$ cat src/rtl/piso_bit_feeder.sv
// piso_bit_feeder: accepts N-bit words over valid/ready and presents them one
// bit per clock, with direction, to the serial input of a bidirectional shift
// register. One active word and one pending word allow bubble-free streaming.
module piso_bit_feeder #(
    parameter int N     = 8,
    parameter int CNT_W = $clog2(N)
) (
    input  logic         clk,
    input  logic         rst,
    input  logic         in_valid,
    output logic         in_ready,
    input  logic [N-1:0] in_data,
    input  logic         in_dir,
    input  logic         hold,
    output logic         out_bit,
    output logic         out_dir,
    output logic         out_valid,
    output logic         out_last,
    output logic         busy
);

    typedef enum logic {
        S_IDLE,
        S_SHIFT
    } state_t;

    localparam logic [CNT_W-1:0] LAST_IDX = CNT_W'(N - 1);

    state_t             r_state;
    logic [N-1:0]       r_act_data;
    logic               r_act_dir;
    logic [CNT_W-1:0]   r_cnt;
    logic [N-1:0]       r_pend_data;
    logic               r_pend_dir;
    logic               r_pend_valid;

    state_t             w_state;
    logic [N-1:0]       w_act_data;
    logic               w_act_dir;
    logic [CNT_W-1:0]   w_cnt;
    logic [N-1:0]       w_pend_data;
    logic               w_pend_dir;
    logic               w_pend_valid;

    logic               w_accept;
    logic               w_at_last;
    logic [CNT_W-1:0]   w_bit_idx;

    assign w_accept  = in_valid && !r_pend_valid;
    assign w_at_last = (r_cnt == LAST_IDX);
    // Left shift walks MSB down to LSB; right shift walks LSB up to MSB.
    assign w_bit_idx = r_act_dir ? r_cnt : (LAST_IDX - r_cnt);

    assign in_ready  = !r_pend_valid;
    assign out_bit   = (r_state == S_SHIFT) && r_act_data[w_bit_idx];
    assign out_dir   = r_act_dir;
    assign out_valid = (r_state == S_SHIFT) && !hold;
    assign out_last  = (r_state == S_SHIFT) && w_at_last;
    assign busy      = (r_state == S_SHIFT) || r_pend_valid;

    // State, active word, pending word and bit counter registers.
    always_ff @(posedge clk or posedge rst) begin
        if (rst) begin
            r_state      <= S_IDLE;
            r_act_data   <= '0;
            r_act_dir    <= 1'b0;
            r_cnt        <= '0;
            r_pend_data  <= '0;
            r_pend_dir   <= 1'b0;
            r_pend_valid <= 1'b0;
        end else begin
            r_state      <= w_state;
            r_act_data   <= w_act_data;
            r_act_dir    <= w_act_dir;
            r_cnt        <= w_cnt;
            r_pend_data  <= w_pend_data;
            r_pend_dir   <= w_pend_dir;
            r_pend_valid <= w_pend_valid;
        end
    end

    // Next-state: load, advance, word hand-over from pending, and return to idle.
    always_comb begin
        w_state      = r_state;
        w_act_data   = r_act_data;
        w_act_dir    = r_act_dir;
        w_cnt        = r_cnt;
        w_pend_data  = r_pend_data;
        w_pend_dir   = r_pend_dir;
        w_pend_valid = r_pend_valid;

        case (r_state)
            S_IDLE: begin
                if (w_accept) begin
                    w_state    = S_SHIFT;
                    w_act_data = in_data;
                    w_act_dir  = in_dir;
                    w_cnt      = '0;
                end
            end
            S_SHIFT: begin
                if (hold || !w_at_last) begin
                    if (!hold) begin
                        w_cnt = r_cnt + CNT_W'(1);
                    end
                    if (w_accept) begin
                        w_pend_data  = in_data;
                        w_pend_dir   = in_dir;
                        w_pend_valid = 1'b1;
                    end
                end else if (r_pend_valid) begin
                    // Pending is full so in_ready is low; no accept can collide here.
                    w_act_data   = r_pend_data;
                    w_act_dir    = r_pend_dir;
                    w_pend_valid = 1'b0;
                    w_cnt        = '0;
                end else if (w_accept) begin
                    w_act_data = in_data;
                    w_act_dir  = in_dir;
                    w_cnt      = '0;
                end else begin
                    w_state = S_IDLE;
                    w_cnt   = '0;
                end
            end
            default: begin
                w_state = S_IDLE;
            end
        endcase
    end

endmodule

$ cat config.mk
export PLATFORM = sky130hd
export DESIGN_NAME = piso_bit_feeder
export DESIGN_NICKNAME = d
export VERILOG_FILES = /design/src/rtl/piso_bit_feeder.sv
export SDC_FILE = /design/constraint.sdc
export NUM_CORES = 1
export LEC_CHECK = 0
export CORE_MARGIN = 5
export CORE_UTILIZATION = 55
export DETAILED_ROUTE_END_ITERATION = 10
export GPL_TIMING_DRIVEN = 0
export HOLD_SLACK_MARGIN = 0.15
export PLACE_DENSITY_LB_ADDON = 0.05
export REMOVE_ABC_BUFFERS = 1
export SYNTH_ARGS = -nofsm -noshare
export SYNTH_HDL_FRONTEND = slang
export SYNTH_SLANG_ARGS = --single-unit
$ cat constraint.sdc
create_clock -name clk -period 3.95 [get_ports clk]
set_input_delay 0.79 -clock clk [delete_from_list [all_inputs] [get_ports clk]]
set_output_delay 0.79 -clock clk [all_outputs]
set_load 0.05 [all_outputs]
==> metrics.md <==
| Metric | Value |
|---|---|
| Status | `finished, final reports clean` |
| CTS Buffer Depth | `2` |
| H-tree Lvls | `1` |
| # setup viols final | `0` |
| Synthesized instance count | `110` |
| CTS tree | `built` |
| Synthesis-to-finish area growth | `18.5%` |
| Warnings, synthesis | `0` |
| Post-DR vias/cell | `5.74` |
| WHS Endpoint | `r_pend_data[6]` |
| Post-DP Area | `1360 µm²` |
| Skew final | `0.00524 ns` |
| I/O pins | `19` |
| Synth top area cells | `dfrtp_1 49%, mux2_2 9.6%, o22ai_1 5.9%, mux2i_1 5.1%, a21oi_1 4.3%` |
| Setup TNS | `0 ns` |
| IO buf count | `18` |
| Post-route cell area | `1390 µm²` |
| Clk root buf | `clkbuf_4` |
| Area share of the largest cell type after synthesis | `49.3%` |
| HP Class | `reg -> reg` |
| Worst Max-Slew Pin Slew | `0.857 ns` |
| Largest net degree at the start of global routing | `24` |
| Initial antenna violation count | `0` |
| Reg2Reg Setup Slack | `1.82 ns` |
| Residual DRC count | `0` |
| Std cell rows | `16` |
| Routed WL per cell | `15.3 µm` |
| Slowest cell on the critical path | `clkdlybuf4s50_1` |
| Crit path launch | `r_cnt[0]` |
| Fin nets | `144` |
| R2R Path End | `r_pend_data[2]` |
| Int Pwr | `640 µW` |
| Max incr delay on CP | `0.70 ns` |
| FMAX | `294 MHz` |
| Clk_lat worst skew | `0.31 ns` |
| Initial core utilization | `58.4%` |
| Max FO, Critical Path | `11` |
| Crit Path Class | `reg -> out` |
| Slew Viols, Final | `0` |
| CTS Buf Count | `3` |
| Share of layout cells above drive strength 1 | `14.1%` |
| DR iter-0 viols | `17` |
| Post-CTS sizing | `0` |
| Final Cycle Share | `86.2%` |
| Synthesized area | `1170 µm²` |
| Pleak | `0.604 nW` |
| CP cell instances | `mux2_4 > a211o_1 > a21o_1 > o311a_1 > clkdlybuf4s50_1` |
| R2R Path Start | `r_cnt[0]` |
| Comb pwr share | `48.7%` |
| Slew Limit Headroom | `42.8%` |
| Hold buffer count at cts | `0` |
| Vias | `890` |
| Clock Power Share | `10.1%` |
| Hold path start | `r_pend_data[6]` |
| Register bit total from synthesis | `23` |
| Die height | `56.1 µm` |
| Min Tclk post-route | `3.40 ns` |
| Kind of end point of the critical path | `output pin` |
| Hold slack | `0.524 ns` |
| FILL cells | `174` |
| Setup ws final | `0.545 ns` |
| DP Wirelength | `1700 µm` |
| Commonest non-fill, non-tap cells in the layout | `23 x dfrtp_1, 18 x clkdlybuf4s50_1, 11 x o22ai_1, 11 x nor2_1` |
| CP required | `3.16 ns` |
| Clock-pin slew on the worst setup and hold paths | `0.13 ns` |
| Switching fraction of total power | `41.7%` |
| RSZ-0062 raised after global routing | `false` |
| Core Area | `2000 µm²` |
| Setup Fix Bufs, Post-CTS | `0` |
| GP Congestion | `0.678` |
| Cell taking the most area after synthesis | `dfrtp_1` |
| Reg power frac | `41.3%` |
| R2R depth | `5` |
| Placement Setup Slack | `0.782 ns` |
| Post-Route WL | `2370 µm` |
| Antenna cells | `0` |
| First-pass GRT wire length | `4150 µm` |
| WHS Path Cells | `1` |
| Grt ovf | `0` |
| Die area | `3150 µm²` |
| Final hold violation count | `0` |
| Syn avg cell area | `10.6 µm²` |
| GRT Total Usage | `16.7%` |
| CTS sink count | `23` |
| Sequential share of the synthesized area | `49.3%` |
| Critical Path AT | `2.61 ns` |
| Maximum VDD drop | `0.440 mV` |
| Startpoint Class | `flip-flop` |
| Commonest non-fill, non-tap cell in the layout | `dfrtp_1` |
| Psw | `457 µW` |
| Vias in the first global route | `902` |
| Max cap viols | `0` |
| Die width | `56.1 µm` |
| Routed Antenna Nets | `0` |
| First-pass DRT Iterations | `4` |
| Power density over the cells | `792 nW/µm²` |
| Post-synth cell types | `27` |
==> worst max-delay path by stage <==
stage / to / slack (ns) / cells past startpoint
global placement: out_valid / 0.79 / 4
CTS: out_bit / 0.53 / 5
global route: out_bit / 0.43 / 5
finish: out_bit / 0.55 / 5
floorplan: out_bit / 1.53 / 4
detailed placement: out_valid / 0.78 / 4
==> sequential cells by signal, indices dropped and copies added, names as in the netlist <==
name	count
out_dir	1
r_act_data	8
r_cnt	3
r_pend_data	8
r_pend_dir	1
r_pend_valid	1
r_state	1
==> final cells by class <==
class / count / area (µm²) / share of cell area, %
Clock buffer: 4 / 26.3 / 1.90
Timing Repair Buffer: 18 / 180 / 13.0
Inverter: 3 / 11.3 / 0.813
Sequential cell: 23 / 576 / 41.6
Tap cell: 27 / 33.8 / 2.44
Multi-Input combinational cell: 80 / 558 / 40.3
==> power by group through the flow <==
stage	Sequential, mW	Combinational, mW	Clock (mW)
2_1_floorplan	0.447	0.394	0
3_3_place_gp	0.446	0.518	0
3_5_place_dp	0.456	0.532	0
4_1_cts	0.450	0.536	0.113
5_1_grt	0.469	0.591	0.125
6_report	0.453	0.534	0.110
==> stage by stage <==
stage | power, mW | cells | utilization [%]
floorplan | 0.841 | 106 | -
global placement | 0.964 | 151 | 67.9
detailed placement | 0.988 | 151 | 67.9
CTS | 1.10 | 155 | 69.2
global route | 1.18 | 155 | 69.2
finish | 1.10 | 155 | 69.2
==> cells by family (layout without fill, tap and decap cells) <==
family | Yosys count | count (layout) | share of synthesized area (%)
AO/OA/AOI/OAI | 34 | 34 | 18.7
adder cells (fa/ha/maj) | 2 | 2 | 2.14
multiplexers | 17 | 17 | 16.1
buffers and inverters | 7 | 25 | 3.00
AND/OR/NAND/NOR | 27 | 27 | 10.8
flip-flops | 23 | 23 | 49.3
==> synthesized netlist by cell type <==
cell / instances
a211o_1: 1
a21o_1: 2
a21oi_1: 10
a22o_1: 1
a22oi_2: 1
and2_1: 1
buf_2: 1
buf_6: 1
clkbuf_1: 2
dfrtp_1: 23
ha_1: 2
inv_1: 3
mux2_2: 10
mux2_4: 1
mux2i_1: 6
nand2_1: 8
nand2b_1: 3
nand3_1: 1
nand4_2: 1
nor2_1: 11
o211ai_1: 2
o21a_1: 1
o21ai_0: 3
o22ai_1: 11
o311a_1: 1
o31ai_1: 1
or2_2: 2
==> layer usage <==
metal | routed length, µm | track usage, %
met5 | 0 | 0
met4 | 17 | 5.08
met3 | 59 | 2.78
met2 | 1140 | 26.9
met1 | 1150 | 23.0
==> critical path: cells and delay by family, from the launching register on <==
family / cells / cell delay, ns
multiplexers: 1 / 0.34
buffers and inverters: 1 / 0.70
flip-flops: 1 / 0.68
AO/OA/AOI/OAI: 3 / 0.59
(Power assumes the default switching activity.)
